File: src/rtl/i2c_led_array_pkg.sv
// Shared constants for the I2C-fed WS2812 LED controller: serialiser state
// encodings and the brightness register address.
package i2c_led_array_pkg;

    localparam logic [2:0] ST_IDLE = 3'd0;
    localparam logic [2:0] ST_LOAD = 3'd1;
    localparam logic [2:0] ST_HIGH = 3'd2;
    localparam logic [2:0] ST_LOW  = 3'd3;
    localparam logic [2:0] ST_RST  = 3'd4;

    localparam logic [7:0] REG_BRIGHT = 8'hFF;

endpackage

File: src/rtl/ws2812_tx.sv
// WS2812 serialiser: fetches bytes on request, sends them MSB first with
// per-bit high/low timing, then holds the line low for the latch period.
module ws2812_tx
    import i2c_led_array_pkg::*;
#(
    parameter int unsigned NUM_BYTES = 9,
    parameter int unsigned T0H_CYC   = 4,
    parameter int unsigned T1H_CYC   = 8,
    parameter int unsigned TBIT_CYC  = 12,
    parameter int unsigned TRST_CYC  = 600
) (
    input  logic       clk,
    input  logic       reset,
    input  logic [7:0] byte_in,
    input  logic       byte_valid,
    output logic       byte_req,
    output logic       frame_done,
    output logic       led_o,
    output logic       busy
);

    localparam logic [15:0] T0H  = 16'(T0H_CYC);
    localparam logic [15:0] T1H  = 16'(T1H_CYC);
    localparam logic [15:0] LOW0 = 16'(TBIT_CYC - T0H_CYC);
    localparam logic [15:0] LOW1 = 16'(TBIT_CYC - T1H_CYC);
    localparam logic [15:0] TRST = 16'(TRST_CYC);

    logic [2:0]  state_q, state_d;
    logic [15:0] cyc_q, cyc_d;
    logic [2:0]  bit_q, bit_d;
    logic [7:0]  byte_cnt_q, byte_cnt_d;
    logic [7:0]  sh_q, sh_d;
    logic        val_q, val_d;
    logic [7:0]  cur;
    logic        last;

    assign last  = (bit_q == 3'd7) && (byte_cnt_q == 8'(NUM_BYTES - 1));
    assign led_o = (state_q == ST_HIGH);
    assign busy  = (state_q != ST_IDLE);

    always_comb begin
        state_d    = state_q;
        cyc_d      = cyc_q;
        bit_d      = bit_q;
        byte_cnt_d = byte_cnt_q;
        sh_d       = sh_q;
        val_d      = val_q;
        byte_req   = 1'b0;
        frame_done = 1'b0;
        cur        = (bit_q == 3'd0) ? byte_in : sh_q;
        case (state_q)
            ST_IDLE: begin
                if (byte_valid) begin
                    state_d    = ST_LOAD;
                    bit_d      = 3'd0;
                    byte_cnt_d = 8'd0;
                end
            end
            ST_LOAD: begin
                byte_req = (bit_q == 3'd0);
                val_d    = cur[7];
                sh_d     = {cur[6:0], 1'b0};
                cyc_d    = cur[7] ? T1H - 16'd1 : T0H - 16'd1;
                state_d  = ST_HIGH;
            end
            ST_HIGH: begin
                if (cyc_q == 16'd0) begin
                    state_d = ST_LOW;
                    // LOAD of the next bit supplies one low cycle, except after the last bit
                    cyc_d   = (val_q ? LOW1 : LOW0) - (last ? 16'd1 : 16'd2);
                end else begin
                    cyc_d = cyc_q - 16'd1;
                end
            end
            ST_LOW: begin
                if (cyc_q != 16'd0) begin
                    cyc_d = cyc_q - 16'd1;
                end else if (last) begin
                    state_d = ST_RST;
                    cyc_d   = TRST - 16'd1;
                end else begin
                    state_d = ST_LOAD;
                    bit_d   = bit_q + 3'd1;
                    if (bit_q == 3'd7) begin
                        byte_cnt_d = byte_cnt_q + 8'd1;
                    end
                end
            end
            ST_RST: begin
                if (cyc_q == 16'd0) begin
                    state_d    = ST_IDLE;
                    frame_done = 1'b1;
                end else begin
                    cyc_d = cyc_q - 16'd1;
                end
            end
            default: state_d = ST_IDLE;
        endcase
    end

    always_ff @(posedge clk) begin
        if (reset) begin
            state_q    <= ST_IDLE;
            cyc_q      <= 16'd0;
            bit_q      <= 3'd0;
            byte_cnt_q <= 8'd0;
            sh_q       <= 8'd0;
            val_q      <= 1'b0;
        end else begin
            state_q    <= state_d;
            cyc_q      <= cyc_d;
            bit_q      <= bit_d;
            byte_cnt_q <= byte_cnt_d;
            sh_q       <= sh_d;
            val_q      <= val_d;
        end
    end

endmodule

File: src/rtl/i2c_led_array.sv
// Register-mapped WS2812 chain controller fed by an I2C byte stream, with
// shadow/active frame buffers. Optional global dimmer: define GLOBAL_DIM_EN.
module i2c_led_array
    import i2c_led_array_pkg::*;
#(
    parameter int unsigned LED_CNT  = 3,
    parameter int unsigned COLORS   = 3,
    parameter int unsigned T0H_CYC  = 4,
    parameter int unsigned T1H_CYC  = 8,
    parameter int unsigned TBIT_CYC = 12,
    parameter int unsigned TRST_CYC = 600
) (
    input  logic       clk,
    input  logic       reset,
    input  logic [7:0] rx_data,
    input  logic       rx_valid,
    input  logic       rx_start,
    input  logic       rx_stop,
    output logic       led_o,
    output logic       busy_o,
    output logic       pending_o
);

    localparam int unsigned NUM_BYTES = LED_CNT * COLORS;
    localparam logic [7:0]  LAST_PTR  = 8'(NUM_BYTES - 1);

    logic [7:0] shadow_q [NUM_BYTES];
    logic [7:0] shadow_d [NUM_BYTES];
    logic [7:0] active_q [NUM_BYTES];
    logic [7:0] ptr_q, idx_q;
    logic       expect_ptr_q, dirty_q, pending_q;
    logic       wr_en, commit, start;
    logic       tx_busy, byte_req, frame_done;
    logic [7:0] byte_raw, byte_tx;

    assign wr_en     = rx_valid && !expect_ptr_q && (ptr_q < 8'(NUM_BYTES));
    // A byte arriving with STOP is written first, so it counts toward the commit
    assign commit    = rx_stop && (dirty_q || wr_en);
    assign start     = !tx_busy && (commit || pending_q);
    assign busy_o    = tx_busy;
    assign pending_o = pending_q;

    always_comb begin
        for (int i = 0; i < NUM_BYTES; i++) begin
            shadow_d[i] = (wr_en && ptr_q == 8'(i)) ? rx_data : shadow_q[i];
        end
    end

    always_comb begin
        byte_raw = 8'd0;
        for (int i = 0; i < NUM_BYTES; i++) begin
            if (idx_q == 8'(i)) byte_raw = active_q[i];
        end
    end

`ifdef GLOBAL_DIM_EN
    logic [7:0]  bright_q;
    logic [15:0] prod;
    logic        bright_wr;

    assign bright_wr = rx_valid && !expect_ptr_q && (ptr_q == REG_BRIGHT);
    assign prod      = 16'(byte_raw) * (16'(bright_q) + 16'd1);
    assign byte_tx   = 8'(prod >> 8);

    always_ff @(posedge clk) begin
        if (reset) begin
            bright_q <= 8'hFF;
        end else if (bright_wr) begin
            bright_q <= rx_data;
        end
    end
`else
    assign byte_tx = byte_raw;
`endif

    always_ff @(posedge clk) begin
        if (reset) begin
            for (int i = 0; i < NUM_BYTES; i++) begin
                shadow_q[i] <= 8'd0;
                active_q[i] <= 8'd0;
            end
            ptr_q        <= 8'd0;
            idx_q        <= 8'd0;
            expect_ptr_q <= 1'b0;
            dirty_q      <= 1'b0;
            pending_q    <= 1'b0;
        end else begin
            shadow_q <= shadow_d;
            if (rx_valid && expect_ptr_q) begin
                ptr_q        <= rx_data;
                expect_ptr_q <= 1'b0;
            end else if (wr_en) begin
                ptr_q <= (ptr_q == LAST_PTR) ? 8'd0 : ptr_q + 8'd1;
            end
            if (rx_start) expect_ptr_q <= 1'b1;

            if (commit) begin
                dirty_q <= 1'b0;
            end else if (wr_en) begin
                dirty_q <= 1'b1;
            end

            // Back-to-back commits collapse into one copy of the latest shadow
            if (start) begin
                active_q  <= shadow_d;
                pending_q <= 1'b0;
            end else if (commit) begin
                pending_q <= 1'b1;
            end

            if (start || frame_done) begin
                idx_q <= 8'd0;
            end else if (byte_req) begin
                idx_q <= idx_q + 8'd1;
            end
        end
    end

    ws2812_tx #(
        .NUM_BYTES(NUM_BYTES),
        .T0H_CYC  (T0H_CYC),
        .T1H_CYC  (T1H_CYC),
        .TBIT_CYC (TBIT_CYC),
        .TRST_CYC (TRST_CYC)
    ) u_tx (
        .clk       (clk),
        .reset     (reset),
        .byte_in   (byte_tx),
        .byte_valid(start),
        .byte_req  (byte_req),
        .frame_done(frame_done),
        .led_o     (led_o),
        .busy      (tx_busy)
    );

endmodule

File: config.mk
export PLATFORM = sky130hd
export DESIGN_NAME = i2c_led_array
export DESIGN_NICKNAME = d
export VERILOG_FILES = /design/src/rtl/i2c_led_array_pkg.sv /design/src/rtl/ws2812_tx.sv /design/src/rtl/i2c_led_array.sv
export SDC_FILE = /design/constraint.sdc
export NUM_CORES = 1
export LEC_CHECK = 0
export CORE_UTILIZATION = 55
export DETAILED_ROUTE_END_ITERATION = 6
export GPL_TIMING_DRIVEN = 0
export PLACE_DENSITY_LB_ADDON = 0.12
export SLEW_MARGIN = 10
export SYNTH_ARGS = -nofsm -noshare
export SYNTH_HDL_FRONTEND = slang
export SYNTH_HIERARCHICAL = 1
export SYNTH_SLANG_ARGS = --single-unit
File: constraint.sdc
create_clock -name clk -period 8.6 [get_ports clk]
set_input_delay 1.29 -clock clk [delete_from_list [all_inputs] [get_ports clk]]
set_output_delay 1.29 -clock clk [all_outputs]
set_load 0.01 [all_outputs]
# Yosys cells after proc, flatten, opt, wreduce, memory -nomap -nowiden
# Index checks and enable logic that the tools add are counted.
[op_classes] mux=50 n_eq_ne=30 n_lt_le_gt_ge=1 add_sub_neg=6 n_reduce_logical=38
[op_table] operator="2-to-1 mux 8 bit" n=26
[op_table] operator="equality test 8 x 3 -> 1 bit, second input constant" n=8
[op_table] operator="2-to-1 mux 16 bit" n=4
[op_table] operator="case mux 16 bit (4 select lines)" n=1
[op_table] operator="equality test 8 x 2 -> 1 bit, second input constant" n=4
[op_table] operator="2-to-1 mux 3 bit" n=9
[op_table] operator="adder 8 x 1 -> 8 bit, second input constant" n=3
[op_table] operator="equality test 8 x 4 -> 1 bit, second input constant" n=3
[op_table] operator="equality test 8 x 1 -> 1 bit, second input constant" n=2
[op_table] operator="logical NOT 16 bit" n=1
[op_table] operator="logical NOT 8 bit" n=2
[op_table] operator="case mux 8 bit (2 select lines)" n=1
[op_table] operator="nonzero test 16 bit" n=1
[op_table] operator="subtractor 16 x 1 -> 16 bit, second input constant" n=1
[op_table] operator="subtractor 16 bit" n=1
[op_table] operator="logical AND 1 bit" n=15
[op_table] operator="case mux 3 bit (5 select lines)" n=1
[op_table] operator="less-than comparator 8 x 4 -> 1 bit, second input constant" n=1
[op_table] operator="inequality test 2 bit, second input constant" n=4
[op_table] operator="AND reduction 4 bit" n=2
[op_table] operator="equality test 3 x 2 -> 1 bit, second input constant" n=2
[op_table] operator="equality test 3 bit, second input constant" n=2
[op_table] operator="logical NOT 3 bit" n=2
[op_table] operator="inequality test 2 x 1 -> 1 bit, second input constant" n=3
[op_table] operator="other kinds (15)" n=26
[totals] ff_bits=201 in_bits=13

# Logic depth before layout (Yosys ltp)
# Gate-level depths: netlist of the first run.
[depth] ltp_word=13 depth_mapped=12 ltp_nobuf=10

# By module
# Netlist of the first run, hierarchy kept.
[by_module_without_submodules] mod="i2c_led_array" seq_area_each_um2=3263.1 cells_each=776 area_each_um2=7011.7 n_inst=1
[by_module_without_submodules] mod="ws2812_tx" seq_area_each_um2=760.7 cells_each=270 area_each_um2=2228.4 n_inst=1

# Worst setup path after synthesis of the first run
# OpenSTA, ideal clock, no wires.
[synth_path] kind="input to register" startpoint="input port rx_stop" endpoint="register u_tx.byte_cnt_q[5]" setup_time_ps=76 setup_slack_ps=5277 stages=9 arrival_time_ps=3247 required_time_ps=8524 cell_sequence="nand2b_1 > a2111oi_4 > or2_1 > buf_2 > buf_2 > nor4_1 > a21o_1 > or4_1 > a21boi_0"
[synth_between] elab_chain_cells=5
[synth_rtl] item="start: declaration" line="i2c_led_array.sv:18" source="input logic rx_stop,"
[synth_rtl] item="logical AND 1 bit" line="i2c_led_array.sv:38" source="assign commit = rx_stop && (dirty_q || wr_en);"
[synth_rtl] item="logical OR 1 bit" line="i2c_led_array.sv:39" source="assign start = !tx_busy && (commit || pending_q);"
[synth_rtl] item="logical AND 1 bit" line="i2c_led_array.sv:39"
[synth_rtl] item="named net start" line="i2c_led_array.sv:32" source="logic wr_en, commit, start;"
[synth_rtl] item="inequality test 2 bit (no line)"
[synth_rtl] item="AND reduction 5 bit (no line)"
[synth_rtl] item="end signal: assignment" line="ws2812_tx.sv:113" source="byte_cnt_q <= byte_cnt_d;"
[synth_rtl] item="end: declaration" line="ws2812_tx.sv:31" source="logic [7:0] byte_cnt_q, byte_cnt_d;"
# The timed path passes the listed nets, and every way through them passes these cells.
# A chain may end at the register's enable or synchronous reset.

# Final worst setup path of the first run
[layout_path] startpoint="input port rx_stop" endpoint="register u_tx.byte_cnt_q[6]"
# Same word-level chain as after synthesis.

==> reports/metrics.yaml, run 1 <==
clock_latency_ps: 500
synth_compound_area_frac: 0.191
grt_first_pass_wirelength_um: 39900
hp-class: "flop to flop"
critPathRequiredTime_ps: 9020
track_usage: 0.289
setup_viol: 0
cts_buffers: 22
start_util: 0.561
slew_headroom: 0.158
timing.rr.start: "u_tx/state_q[1]$_SDFFE_PP0P_"
syn_avg_cell_area_um2: 8.83
rsz0062_at_grt: "no"
synth.distinct_cells: 64
synth_top_family_by_area: "simple AND/OR/NAND/NOR gates"
fin_nets: 1103
rows: 47
die_height_um: 132
portBuffers: 6
skew_ps: 6.17
core_mm2: 0.0165
dp_hpwl_um: 17700
antenna_found_initial: 0
fin_tns_setup_ps: 0
final_layout_size_suffix_gt1_frac: 0.0596
seq_area_frac_synth: 0.435
start_kind: "primary input"
hold_buffers: 0
clock_tree.root_cell: "clkbuf_16"
place_area_mm2: 0.00958
h-tree-depth: 1
fin_crit_ps: 4310
path_class: "primary input to flop"
total_leakage_power_nw: 4.00
worst-path-max-fanout: 11
ant_nets: 0
synth_area_mm2: 0.00924
drtIter0Drc: 476
io_pins: 16
routed_wl_um: 25100
cp_common_cell: "buf_2"
syn_inst: 1046
synth_mux_area_frac: 0.0932
grt_max_degree: 14
area_growth_pct: 12.0
irDropWorstVdd_mv: 0.176
cts_resized: 0
synth_edf_count: 0
avgRoutedWirePerCell_um: 19.2
grt_pass1_vias: 7441
grt_overflow: 0
cap_violations: 0
worst_pin_slew_ps: 1260
vias_per_cell: 6.12
clk_pin_slew_ps: 60
hold_start: "pending_o$_SDFFE_PP0P_"
synthArstFlopShare: 0
powerDensity_mw_per_mm2: 251
synthAdderAreaFrac: 0.0190
critPathLaunch: "rx_stop"
finalCritPeriodShare: 0.502
synth-simple-area-share: 0.200
crit_chain: "clkdlybuf4s50_1, nand2_1, a21oi_1, or2_1, buf_2, buf_2, nor4_1, a21o_1, or4_1, a21boi_0"
clock-sinks: 201
status: "finished, final reports clean"
clock_path_buffers: 3
antenna_cells: 0
drv_slew: 0
die_w_um: 132
syn_nets: 1073
max_freq_mhz: 232
crit_slowest_cell: "a21oi_1"
design_area_mm2: 0.0103
ys_seq_elements: 201
report.final.hold_viol_count: 0
ys.flop_type: "dfxtp_1"
ys_warn_count: 6
drc: 0
critical_path.top_delay_family: "compound AO/OA/AOI/OAI gates"
path_buf_inv: 3
cts_tree: "done"
synth_xor_area_frac: 0.00853
power_mw: 2.60
arrival_ps: 4740
dr.pass1.iters: 5
place_congestion: 0.971
num_vias: 8019
slowest_delay_ps: 980
die_area_mm2: 0.0173
cts_setup_buffers: 0
endpoint_kind: "flop"
## metrics by stage
stage | hold slack, ps | setup WS [ps] | utilization | cells
after global routing | 496 | 4120 | 0.628 | 1311
after CTS | 480 | 4370 | 0.628 | 1311
after floorplan | 431 | 5280 | - | 1046
after global placement | 456 | 3860 | 0.582 | 1272
after detailed placement | 470 | 3830 | 0.582 | 1272
final | 476 | 4290 | 0.628 | 1311
## logic make-up after synthesis
logic type,after synthesis
AO/OA/AOI/OAI,250
AND/OR/NAND/NOR,365
adder cells (fa/ha/maj),14
flip-flops,201
XOR/XNOR,9
multiplexers,86
buffers and inverters,121
## power by group
part	internal, mW	leakage, nW	switching, mW
Clock	0.607	0.377	0.380
Sequential	1.01	1.63	0.0620
Combinational	0.205	1.99	0.331
## flip-flops by register name, indices dropped and copies added (netlist names)
signal           flops
idx_q                8
u_tx/val_q           1
shadow_q            72
u_tx/sh_q            7
u_tx/state_q         3
u_tx/bit_q           3
u_tx/byte_cnt_q      8
pending_o            1
ptr_q                8
u_tx/cyc_q          16
dirty_q              1
expect_ptr_q         1
active_q            72
## layout by cell type, fill, tap and decap left out, types with 4 or more instances in the layout
| cell type | instances |
|---|---|
| a31oi_1 | 4 |
| inv_1 | 34 |
| o211ai_1 | 12 |
| o221ai_1 | 5 |
| nand4_1 | 6 |
| nand3_1 | 17 |
| o2bb2ai_1 | 6 |
| clkdlybuf4s50_1 | 6 |
| mux2i_1 | 86 |
| a2bb2oi_1 | 4 |
| or4_1 | 15 |
| dfxtp_1 | 201 |
| o31ai_1 | 10 |
| a32oi_1 | 5 |
| a22oi_1 | 12 |
| nor2_1 | 104 |
| a21boi_0 | 4 |
| nor3_1 | 85 |
| nor3b_1 | 4 |
| a311oi_1 | 5 |
| nand3b_1 | 10 |
| nor2b_1 | 10 |
| clkbuf_1 | 66 |
| nand2_1 | 56 |
| xnor2_1 | 6 |
| o21a_1 | 5 |
| nor4_1 | 18 |
| o21ai_0 | 28 |
| ha_1 | 14 |
| clkbuf_8 | 7 |
| and3_1 | 5 |
| or3_1 | 5 |
| nand2b_1 | 10 |
| clkbuf_16 | 23 |
| a21oi_1 | 44 |
| buf_2 | 17 |
| a211oi_1 | 83 |
## worst min-delay path: cells and delay by family (launching register included)
family | cells | cell delay, ps
buffers and inverters | 1 | 70
flip-flops | 1 | 310
AO/OA/AOI/OAI | 1 | 60
## path summary, 6_finish.rpt
kind / cells past startpoint / end / slack [ps]
setup / recovery: 10 / u_tx/byte_cnt_q[6]$_SDFFE_PP0P_ / 4290
hold / removal: 2 / pending_o$_SDFFE_PP0P_ / 480
setup reg to reg: 12 / u_tx/byte_cnt_q[6]$_SDFFE_PP0P_ / 4350
hold reg to reg: 2 / pending_o$_SDFFE_PP0P_ / 480
## cell usage after synthesis (12+ instances only)
master | count | area [µm²]
a21oi_1 | 44 | 220
dfxtp_1 | 201 | 4020
mux2i_1 | 86 | 861
a22oi_1 | 12 | 90.1
o21ai_0 | 28 | 140
clkbuf_1 | 64 | 240
nor4_1 | 18 | 113
o211ai_1 | 12 | 90.1
or4_1 | 15 | 113
buf_2 | 17 | 85.1
nor2_1 | 104 | 390
a211oi_1 | 83 | 623
inv_1 | 34 | 128
nor3_1 | 85 | 425
nand2_1 | 56 | 210
ha_1 | 14 | 175
nand3_1 | 17 | 85.1
## per-layer routing
metal | track usage | up-vias | share of wire
met4 | 0.101 | 0 | 0.027
li1 | - | 3915 | -
met2 | 0.471 | 231 | 0.46
met3 | 0.0293 | 55 | 0.051
met1 | 0.396 | 3818 | 0.46
met5 | 0 | - | 0
## layout make-up
| type | count | area (µm²) |
|---|---|---|
| fill | 1509 | 6120 |
| multi-input combinational | 724 | 4730 |
| sequential | 201 | 4020 |
| clock buffer | 32 | 679 |
| buffer | 86 | 355 |
| tap | 220 | 275 |
| inverter | 35 | 131 |
| clock inverter | 7 | 93.8 |
| timing repair buffer | 6 | 60.1 |
No activity file was read; power rests on OpenSTA's default activity.
==> inputs of run 2 (changes only) <==
==> constraint.sdc (replaced) <==
create_clock -name clk -period 4 [get_ports clk]
set_input_delay 0.6 -clock clk [delete_from_list [all_inputs] [get_ports clk]]
set_output_delay 0.6 -clock clk [all_outputs]
set_load 0.01 [all_outputs]
==> reports/metrics.yaml, run 2 (synthesized netlist as in run 1, its figures left out) <==
arrival_ps: 4090
reg2reg_slack_ps: 330
die_area_mm2: 0.0173
finalCritPeriodShare: 0.917
critical_path.top_delay_family: "simple AND/OR/NAND/NOR gates"
design_area_mm2: 0.0104
die_height_um: 132
whs_endpoint: "u_tx/bit_q[0]$_SDFFE_PP0P_"
fin_tns_setup_ps: 0
start_util: 0.561
path_buf_inv: 3
worst_pin_slew_ps: 1010
final_util: 0.630
fin_nets: 1105
clk_pin_slew_ps: 60
hold_start: "u_tx/bit_q[0]$_SDFFE_PP0P_"
reg_top3: "active_q: 72 flops, shadow_q: 72 flops, u_tx/cyc_q: 16 flops"
crit_slowest_cell: "a21oi_2"
fin_crit_ps: 3670
portBuffers: 6
dp_cells: 1272
slowest_delay_ps: 680
drv_slew: 0
final-instance-count-excl-fill: 1313
irDropWorstVdd_mv: 0.380
timing.rr.start: "u_tx/state_q[1]$_SDFFE_PP0P_"
clock-sinks: 201
core_mm2: 0.0165
endpoint_kind: "flop"
path_class: "flop to flop"
worst-path-max-fanout: 11
finalHoldWorstSlack_ps: 481
place_area_mm2: 0.00958
clock_tree.root_cell: "clkbuf_16"
grt_first_pass_wirelength_um: 40000
worst_slack_ps: 332
report.final.hold_viol_count: 0
layout_common_cells: "dfxtp_1 (201), nor2_1 (104), mux2i_1 (86), nor3_1 (85), a211oi_1 (83)"
drtIter0Drc: 512
io_pins: 16
track_usage: 0.290
cts_tree: "done"
rsz0062_at_grt: "no"
status: "finished, final reports clean"
place_congestion: 0.971
total_leakage_power_nw: 4.01
area_growth_pct: 12.2
whs_path_depth: 1
grt_overflow: 0
dr.pass1.iters: 5
r2r-end: "u_tx/byte_cnt_q[6]$_SDFFE_PP0P_"
r2r_cells: 11
ant_nets: 0
cp_common_cell: "buf_2"
drc: 0
start_kind: "flop"
die_w_um: 132
slew_headroom: 0.323
clock_latency_ps: 510
final_common_cell: "dfxtp_1"
grt_max_degree: 14
num_vias: 8007
crit_chain: "clkbuf_1, nor2_1, nand2_1, a21oi_2, or2_1, buf_2, buf_2, nor4_1, a21o_1, or4_1, a21boi_0"
dpl_worst_slack_ps: -93.8
rows: 47
power_mw: 5.59
cap_violations: 0
antenna_found_initial: 0
critPathRequiredTime_ps: 4420
h-tree-depth: 1
grt_pass1_vias: 7454
clock_path_buffers: 3
max_freq_mhz: 273
routed_wl_um: 25300
final_layout_size_suffix_gt1_frac: 0.0622
hp-class: "flop to flop"
powerDensity_mw_per_mm2: 539
antenna_cells: 0
skew_ps: 6.99
avgRoutedWirePerCell_um: 19.3
vias_per_cell: 6.10
cts_buffers: 22
hold_buffers: 0
dp_hpwl_um: 17700
setup_viol: 0
-- run 2: worst max-delay path by stage --
stage	startpoint	slack, ps	depth (start not counted)	to
floorplan	u_tx/state_q[1]$_SDFFE_PP0P_	970	12	u_tx/byte_cnt_q[5]$_SDFFE_PP0P_
global placement	u_tx/state_q[1]$_SDFFE_PP0P_	-70	12	u_tx/byte_cnt_q[4]$_SDFFE_PP0P_
detailed placement	u_tx/state_q[1]$_SDFFE_PP0P_	-90	12	u_tx/byte_cnt_q[6]$_SDFFE_PP0P_
CTS	u_tx/state_q[1]$_SDFFE_PP0P_	390	11	u_tx/byte_cnt_q[6]$_SDFFE_PP0P_
global route	u_tx/state_q[1]$_SDFFE_PP0P_	90	11	u_tx/byte_cnt_q[6]$_SDFFE_PP0P_
finish	u_tx/state_q[1]$_SDFFE_PP0P_	330	11	u_tx/byte_cnt_q[6]$_SDFFE_PP0P_
-- run 2: timing repair --
item	in CTS	in global routing
endpoints found under the setup margin	4	0
buffers inserted	2	0
gates resized for setup	1	0
-- run 2: final cells by class --
class	count	area, µm²
clock buffer	32	679
fill	1509	6100
tap	220	275
clock inverter	7	93.8
inverter	35	131
timing repair buffer	8	75.1
multi-input combinational	724	4730
buffer	86	355
sequential	201	4020
-- run 2: routing by layer --
layer,track usage,share of wire
met1,0.397,0.46
met2,0.475,0.46
met3,0.0293,0.048
met4,0.101,0.028
met5,0,0
-- run 2: worst reg2reg max path, cell delays in order (launching register included) --
cell	delay, ps
dfxtp_1	290
clkbuf_1	200
nor2_1	230
nand2_1	350
a21oi_2	680
or2_1	190
buf_2	230
buf_2	320
nor4_1	140
a21o_1	290
or4_1	480
a21boi_0	190
-- run 2: report_power, final --
part | leakage [nW] | internal, mW | switching [mW]
clock | 0.377 | 1.31 | 0.820
sequential | 1.63 | 2.17 | 0.133
combinational | 2.00 | 0.442 | 0.714
total | 4.01 | 3.92 | 1.67
